### src/rtl/demux_l2_sched.sv
`default_nettype none
// ============================================================================
//  Module   : demux_l2_sched
//  Purpose  : Flow controller and lane scheduler for the L2 1:2 demux stage
//             (clk_4f domain). Buffers the incoming word stream in a small
//             circular FIFO and issues word k to lane (k mod 2) in strict
//             alternation, stalling on per-lane almost-full backpressure.
//             Upstream is throttled through ready_out; issue order is never
//             reordered or skipped.
//  Ports    :
//    clk_4f     in   1       sole clock, rising edge
//    reset_L    in   1       synchronous, active-low reset
//    valid      in   1       upstream word valid
//    data_in    in   DATA_W  upstream word
//    ready_out  out  1       buffer can accept (valid && ready_out = push)
//    afull0     in   1       lane-0 downstream almost-full
//    afull1     in   1       lane-1 downstream almost-full
//    validout0  out  1       lane-0 word valid, one cycle per word
//    validout1  out  1       lane-1 word valid, one cycle per word
//    dataout0   out  DATA_W  lane-0 word (holds when not issuing)
//    dataout1   out  DATA_W  lane-1 word (holds when not issuing)
//    state      out  2       0=IDLE, 1=RUN, 2=STALL
//    err_stall  out  1       sticky stall-timeout flag
//  Revision : 1.0  initial release
// ============================================================================
module demux_l2_sched #(
    parameter int DATA_W    = 8,
    parameter int BUF_DEPTH = 2,
    parameter int STALL_MAX = 15
) (
    input  logic              clk_4f,
    input  logic              reset_L,
    input  logic              valid,
    input  logic [DATA_W-1:0] data_in,
    output logic              ready_out,
    input  logic              afull0,
    input  logic              afull1,
    output logic              validout0,
    output logic              validout1,
    output logic [DATA_W-1:0] dataout0,
    output logic [DATA_W-1:0] dataout1,
    output logic [1:0]        state,
    output logic              err_stall
);

    localparam int PTR_W = $clog2(BUF_DEPTH);
    localparam int CNT_W = $clog2(BUF_DEPTH) + 1;
    localparam int SC_W  = $clog2(STALL_MAX + 1);

    localparam logic [CNT_W-1:0] c_depth     = CNT_W'(BUF_DEPTH);
    localparam logic [SC_W-1:0]  c_stall_max = SC_W'(STALL_MAX);

    typedef enum logic [1:0] {
        ST_IDLE  = 2'd0,
        ST_RUN   = 2'd1,
        ST_STALL = 2'd2
    } state_t;

    // ------------------------------------------------------------------------
    // Declarations
    // ------------------------------------------------------------------------
    logic [DATA_W-1:0] r_mem [BUF_DEPTH];
    logic [PTR_W-1:0]  r_wr_ptr;
    logic [PTR_W-1:0]  r_rd_ptr;
    logic [CNT_W-1:0]  r_count;
    logic [CNT_W-1:0]  w_count_next;
    logic              r_lane_ptr;

    state_t            r_state;
    state_t            w_state_next;

    logic [SC_W-1:0]   r_stall_cnt;
    logic [SC_W-1:0]   w_stall_cnt_next;
    logic              r_err;

    logic [1:0]        w_afull;
    logic              w_afull_sel;
    logic              w_nonempty;
    logic              w_push;
    logic              w_pop;
    logic              w_stall;
    logic [DATA_W-1:0] w_head;

    // ------------------------------------------------------------------------
    // Handshake and issue decision
    // ------------------------------------------------------------------------
    assign w_afull     = {afull1, afull0};
    // Only the lane the next word is destined for can block; the other
    // lane's almost-full is irrelevant this cycle.
    assign w_afull_sel = w_afull[r_lane_ptr];
    assign w_nonempty  = (r_count != '0);
    assign w_pop       = w_nonempty && !w_afull_sel;
    assign w_stall     = w_nonempty &&  w_afull_sel;

    // Based on the registered count only: a full buffer never accepts in the
    // cycle it pops, so ready_out reopens one cycle after the pop.
    assign ready_out   = reset_L && (r_count < c_depth);
    assign w_push      = valid && ready_out;
    assign w_head      = r_mem[r_rd_ptr];

    always_comb begin
        w_count_next = r_count;
        case ({w_push, w_pop})
            2'b10:   w_count_next = r_count + CNT_W'(1);
            2'b01:   w_count_next = r_count - CNT_W'(1);
            default: w_count_next = r_count;
        endcase
    end

    // ------------------------------------------------------------------------
    // Circular buffer. Storage is not reset; clearing the pointers and count
    // is enough to discard every buffered word.
    // ------------------------------------------------------------------------
    always_ff @(posedge clk_4f) begin
        if (w_push) begin
            r_mem[r_wr_ptr] <= data_in;
        end
    end

    always_ff @(posedge clk_4f) begin
        if (!reset_L) begin
            r_wr_ptr   <= '0;
            r_rd_ptr   <= '0;
            r_count    <= '0;
            r_lane_ptr <= 1'b0;
        end else begin
            // BUF_DEPTH is a power of two, so the pointers wrap naturally.
            if (w_push) begin
                r_wr_ptr <= r_wr_ptr + PTR_W'(1);
            end
            if (w_pop) begin
                r_rd_ptr   <= r_rd_ptr + PTR_W'(1);
                r_lane_ptr <= ~r_lane_ptr;
            end
            r_count <= w_count_next;
        end
    end

    // ------------------------------------------------------------------------
    // Per-lane output registers
    // ------------------------------------------------------------------------
    generate
        for (genvar g = 0; g < 2; g++) begin : g_lane
            logic              r_valid;
            logic [DATA_W-1:0] r_data;
            logic              w_issue;

            assign w_issue = w_pop && (r_lane_ptr == 1'(g));

            always_ff @(posedge clk_4f) begin
                if (!reset_L) begin
                    r_valid <= 1'b0;
                    r_data  <= '0;
                end else begin
                    r_valid <= w_issue;
                    if (w_issue) begin
                        r_data <= w_head;
                    end
                end
            end
        end
    endgenerate

    assign validout0 = g_lane[0].r_valid;
    assign validout1 = g_lane[1].r_valid;
    assign dataout0  = g_lane[0].r_data;
    assign dataout1  = g_lane[1].r_data;

    // ------------------------------------------------------------------------
    // FSM
    // ------------------------------------------------------------------------
    always_ff @(posedge clk_4f) begin
        if (!reset_L) begin
            r_state <= ST_IDLE;
        end else begin
            r_state <= w_state_next;
        end
    end

    // Decisions use the post-edge occupancy, so a word pushed into an empty
    // buffer moves IDLE to RUN on that same edge. While stalled no pop
    // happens, so w_stall implies a non-zero next count.
    always_comb begin
        w_state_next = r_state;
        case (r_state)
            ST_IDLE: begin
                if (w_count_next != '0) begin
                    w_state_next = ST_RUN;
                end
            end
            ST_RUN, ST_STALL: begin
                if (w_count_next == '0) begin
                    w_state_next = ST_IDLE;
                end else if (w_stall) begin
                    w_state_next = ST_STALL;
                end else begin
                    w_state_next = ST_RUN;
                end
            end
            default: begin
                w_state_next = ST_IDLE;
            end
        endcase
    end

    assign state = r_state;

    // ------------------------------------------------------------------------
    // Stall watchdog: counts consecutive edges that leave the FSM in STALL,
    // saturating so the sticky flag cannot be missed by a wrap.
    // ------------------------------------------------------------------------
    always_comb begin
        w_stall_cnt_next = '0;
        if (w_state_next == ST_STALL) begin
            if (r_stall_cnt == c_stall_max) begin
                w_stall_cnt_next = r_stall_cnt;
            end else begin
                w_stall_cnt_next = r_stall_cnt + SC_W'(1);
            end
        end
    end

    always_ff @(posedge clk_4f) begin
        if (!reset_L) begin
            r_stall_cnt <= '0;
            r_err       <= 1'b0;
        end else begin
            r_stall_cnt <= w_stall_cnt_next;
            if (w_stall_cnt_next == c_stall_max) begin
                r_err <= 1'b1;
            end
        end
    end

    assign err_stall = r_err;

endmodule
`default_nettype wire
### config.mk
export PLATFORM = sky130hd
export DESIGN_NAME = demux_l2_sched
export DESIGN_NICKNAME = d
export VERILOG_FILES = /design/src/rtl/demux_l2_sched.sv
export SDC_FILE = /design/constraint.sdc
export NUM_CORES = 1
export LEC_CHECK = 0
export BUFFER_PORTS_ARGS = -buffer_cell sky130_fd_sc_hd__buf_4
export CORE_ASPECT_RATIO = 0.9
export CORE_MARGIN = 2
export CORE_UTILIZATION = 53
export DETAILED_ROUTE_END_ITERATION = 16
export GPL_ROUTABILITY_DRIVEN = 0
export PLACE_DENSITY = 0.88
export RECOVER_POWER = 100
export REMOVE_ABC_BUFFERS = 1
export SLEW_MARGIN = 20
export SYNTH_ARGS = -nofsm -noshare
export SYNTH_HDL_FRONTEND = slang
export SYNTH_SLANG_ARGS = --single-unit
### constraint.sdc
create_clock -name clk_4f -period 2.7 [get_ports clk_4f]
set_clock_uncertainty 0.05 [all_clocks]
set_input_delay 0.54 -clock clk_4f [delete_from_list [all_inputs] [get_ports clk_4f]]
set_output_delay 0.54 -clock clk_4f [all_outputs]
set_load 0.005 [all_outputs]
Yosys cells after proc, flatten, opt, wreduce, memory -nomap -nowiden
Memory sizes are Yosys's and may differ from the RTL's. A register that Yosys moved wholly into a read port is not among the register bits.
Index checks and enable logic that the tools add are counted.
{ "op_classes": {"add_sub_neg": 5, "mul": 0, "n_div": 0, "order_cmp": 2, "eq_ne": 7, "n_shift": 0, "mux": 13, "bitwise": 1, "n_reduce_logical": 12} }
{ "ops": {"columns": ["op", "n"], "rows": [
  ["$eq A4 B4 Y1 const B", 2],
  ["$mux W4", 2],
  ["$pmux W2 S2", 2],
  ["$eq A2 B2 Y1 const B", 3],
  ["$logic_and A1 B1 Y1", 6],
  ["$mux W1", 6],
  ["$mux W2", 3],
  ["$add A4 B1 Y4 const B", 1],
  ["$eq A2 B1 Y1 const B", 2],
  ["$logic_not A2 Y1", 2],
  ["$reduce_bool A2 Y1", 2],
  ["$add A1 B1 Y1 const B", 2],
  ["$add A2 B1 Y2 const B", 1],
  ["$lt A1 B2 Y1 const B", 1],
  ["$lt A2 B2 Y1 const B", 1],
  ["$reduce_or A2 Y1", 1],
  ["$sub A2 B1 Y2 const B", 1],
  ["$logic_not A1 Y1", 1],
  ["$not A1 Y1", 1]
]} }
{ "totals": {"ff_bits": 30, "latchBits": 0, "ram_bits": 16, "rom_bits": 0, "in_bits": 13, "wordCells": 52, "memories": 1} }
{ "mem_list": {"columns": ["memory", "depth", "word_bits", "read_ports", "rd_ports_with_merged_regs", "wr", "line_no", "text"], "rows": [
  ["r_mem", 2, 8, 1, 1, 1, "62", "logic [DATA_W-1:0] r_mem [BUF_DEPTH];"]
]} }

Longest topological paths before layout
{ "depth": {"ltp_word": 12, "ltp_mapped": 10, "depth_no_buf": 8} }

Least setup slack after synthesis
Ideal clock, no wire load.
{ "synth_path": {"path_kind": "register to register", "from": "register r_count[0]", "to": "register r_err (netlist: err_stall)", "t_arrival_ps": 2233, "required_ps": 2518, "slack_ps": 285, "path_stages_with_launch": 11, "n_path_buf": 2, "synth_period_minus_slack_ps": 2415, "cell_sequence": "dfxtp_1 > nor2_2 > nor3b_2 > buf_4 > buf_6 > or2_2 > ha_1 > nor2b_1 > a22oi_2 > mux2i_1 > o21ai_0"} }
{ "synth_between": {"elab_chain_cells": 11, "elab_cells_between_ends": 20} }
{ "synth_rtl": {"columns": ["item", "line_no", "text"], "rows": [
  ["start: declaration", "65", "logic [CNT_W-1:0] r_count;"],
  ["start signal: assignment", "135", "r_count <= w_count_next;"],
  ["$lt A2 B2 Y1", "97", "assign ready_out = reset_L && (r_count < c_depth);"],
  ["$logic_and A1 B1 Y1", "97", null],
  ["$logic_and A1 B1 Y1", "98", "assign w_push = valid && ready_out;"],
  ["$eq A2 B1 Y1 or $eq A2 B2 Y1 (tied branches)", "103", "case ({w_push, w_pop})"],
  ["$pmux W2 S2", "103", null],
  ["$logic_not A2 Y1 or $reduce_bool A2 Y1 (tied branches)", "192, 187", null],
  ["$mux W2 (on tied branches)", "192, 187", null],
  ["$pmux W2 S2 (*)", "185", "case (r_state)"],
  ["$eq A2 B2 Y1 (*)", "214", "if (w_state_next == ST_STALL) begin"],
  ["$mux W4 (*)", "214", null],
  ["$eq A4 B4 Y1 (*)", "229", "if (w_stall_cnt_next == c_stall_max) begin"],
  ["end signal: assignment", "226", "r_err <= 1'b0;"],
  ["end signal: assignment", "230", "r_err <= 1'b1;"],
  ["end: declaration", "74", "logic r_err;"]
]} }
Every way passes the cells marked *; elsewhere a longest branch is shown, timed or not.
A chain may end at the register's enable or synchronous reset.

Worst setup path in the final report
Ends and elaborated chain as after synthesis.

==> reports/results.ini <==
[routing]
ant_nets=0
drt-initial-drc-count=54
drc_errors=0
wl_per_cell_um=13.4
first_pass_iters=4
via_per_inst=5.44
finalWirelength_um=3250
vias=1316

[clock_tree]
cts.sinks=47
clk_latency_ps=290
cts_buffers=5
cts_tree=built
clk_pin_slew_ps=80
root_buffer=clkbuf_8
holdBufCountCts=0
ctsResizeCount=0
cts_max_path_buffers=2
htreeDepth=2
cts_setup_buffers=0

[setup_path]
path_cells=nor2_2, nor3_1, or2_2, ha_1, nor2b_1, a22oi_1, mux2i_1, o21ai_0
crit_path_max_fanout=5
path_class=reg2reg
slowest_delay_ps=420
startpoint_type=flip-flop
cp_data_required_time_ps=2810
cp_top_family=simple AND/OR/NAND/NOR gates
worstSetupEndpointType=flip-flop
r2r_slack_ps=260
arrival_ps=2560
cp_slowest_cell=mux2i_1
critPathBufInv=0

[synthesis]
synth_edf_count=16
ys_types=38
ys_top_cells_by_count=dfxtp_1 (31), nand2_1 (22), edfxtp_1 (16), o211a_1 (16), mux2i_1 (12)
yosysMostFrequentCell=dfxtp_1
synth-main-ff-cell=dfxtp_1
avgSynthCellArea_sq_um=11.7
yosysTopAreaCell=dfxtp_1
syn_inst=162
synth_seq_cells=47
ys_warn_count=0
syn_area_sq_um=1900
synthArstFlopShare_pct=0
synth.yosys.seq_area_share_pct=58.0
yosys.area.top_type_share_pct=32.7
synth_area_leaders=dfxtp_1 (33%), edfxtp_1 (25%), o211a_1 (8.4%)

[pwr]
peakVddDrop_mv=0.509
power_density_nw_per_um2=826
p_leak_uw=0.00107

[sta]
finalHoldViolCount=0
finalMaxSlewViolations=0
rsz0062_at_grt=false
fin_crit_ps=2440
period_share_pct=90.5
max_slew_margin_pct=46.8
clock.fmax_ghz=0.409
worst_pin_slew_ps=799
setup_ws_ps=256
setup_viol=0
tns_ps=0

[cells_and_area]
layout-drive-gt1-share_pct=21.2
nets=214
syn2layout_area_growth_pct=20.3
antenna_cells=0

[grt]
grt_usage_pct=17.2
grt_pass1_vias=1193
antenna_found_initial=0
grt_max_degree=28
gr-total-overflow=0
grt_pass1_wl_um=5130

[die]
initial_utilization_pct=55.8
die_x_um=67.1
num_rows=20
core_sq_um=3400
die_y_um=60.8
die-area_sq_um=4080
io_pins=35

[run]
drv_cap=0

[run_status]
run_status=completed

[placed_design]
dp.final_hpwl_um=2390
dp_slack_ps=214
port_buffers=34

[worst_hold_path]
min_path_type=in2reg

[registers in the layout, summed over array words and instances (netlist names), named ones only]
name / flops
dataout0: 8
dataout1: 8
err_stall: 1
r_count: 2
r_lane_ptr: 1
r_mem: 16
r_rd_ptr: 1
r_stall_cnt: 4
r_wr_ptr: 1
state: 2
validout0: 1
validout1: 1
[metal layers]
| metal | track usage (%) | vias up | share of wire, % |
|---|---|---|---|
| li1 | - | 650 | - |
| met4 | 7.29 | 0 | 1.2 |
| met2 | 30.1 | 38 | 53 |
| met1 | 19.9 | 622 | 40 |
| met5 | 0 | - | 0 |
| met3 | 5.01 | 6 | 5.0 |
[path summary, 6_finish.rpt]
check | endpoint | depth (start not counted) | start
max | err_stall | 8 | r_count[0]
min reg2reg | err_stall | 2 | err_stall
min | r_mem[1][5] | 1 | data_in[5]
max reg2reg | err_stall | 8 | r_count[0]
[layout make-up]
type | instances | area, sq um
clock buffer | 6 | 72.6
clock inverter | 2 | 60.1
fill | 259 | 1120
inverter | 3 | 11.3
multi-input combinational | 104 | 724
sequential | 47 | 1100
tap | 44 | 55.1
timing repair buffer | 36 | 259
[cell families after synthesis]
kind of cell | count (synthesis) | share of synthesized area (%)
xor gates and xnor gates | 5 | 2.31
buffers and inverters | 11 | 3.03
adders and majority gates | 4 | 2.64
AOI/OAI and AO/OA | 28 | 12.7
and+or+nand+nor | 55 | 15.0
DFF | 47 | 58.0
muxes | 12 | 6.33
[placed cells by master (no fill, tap or decap), types with 4 or more instances in the layout]
| cell type | instances |
|---|---|
| and2_1 | 4 |
| buf_4 | 4 |
| clkbuf_1 | 4 |
| clkbuf_4 | 29 |
| clkbuf_8 | 5 |
| dfxtp_1 | 31 |
| edfxtp_1 | 16 |
| ha_1 | 4 |
| mux2i_1 | 12 |
| nand2_1 | 22 |
| nor2_1 | 7 |
| o211a_1 | 16 |
| o21ai_0 | 5 |
| xnor2_1 | 4 |
[metrics by stage]
stage	hold slack (ps)	cells	util [%]	power (uW)	instance area, sq um
floorplan	395	154	-	1180	1850
global placement	414	234	64.0	1320	2180
detailed placement	408	234	64.0	1350	2180
CTS	370	242	67.9	1930	2310
global route	389	242	67.1	1990	2280
finish	404	242	67.1	1890	2280
[where the power goes]
part / internal [uW] / switching, uW
Sequential: 827 / 76.7
Clock: 370 / 211
Combinational: 213 / 188
Total: 1410 / 476
No activity file was read; power rests on OpenSTA's default activity.
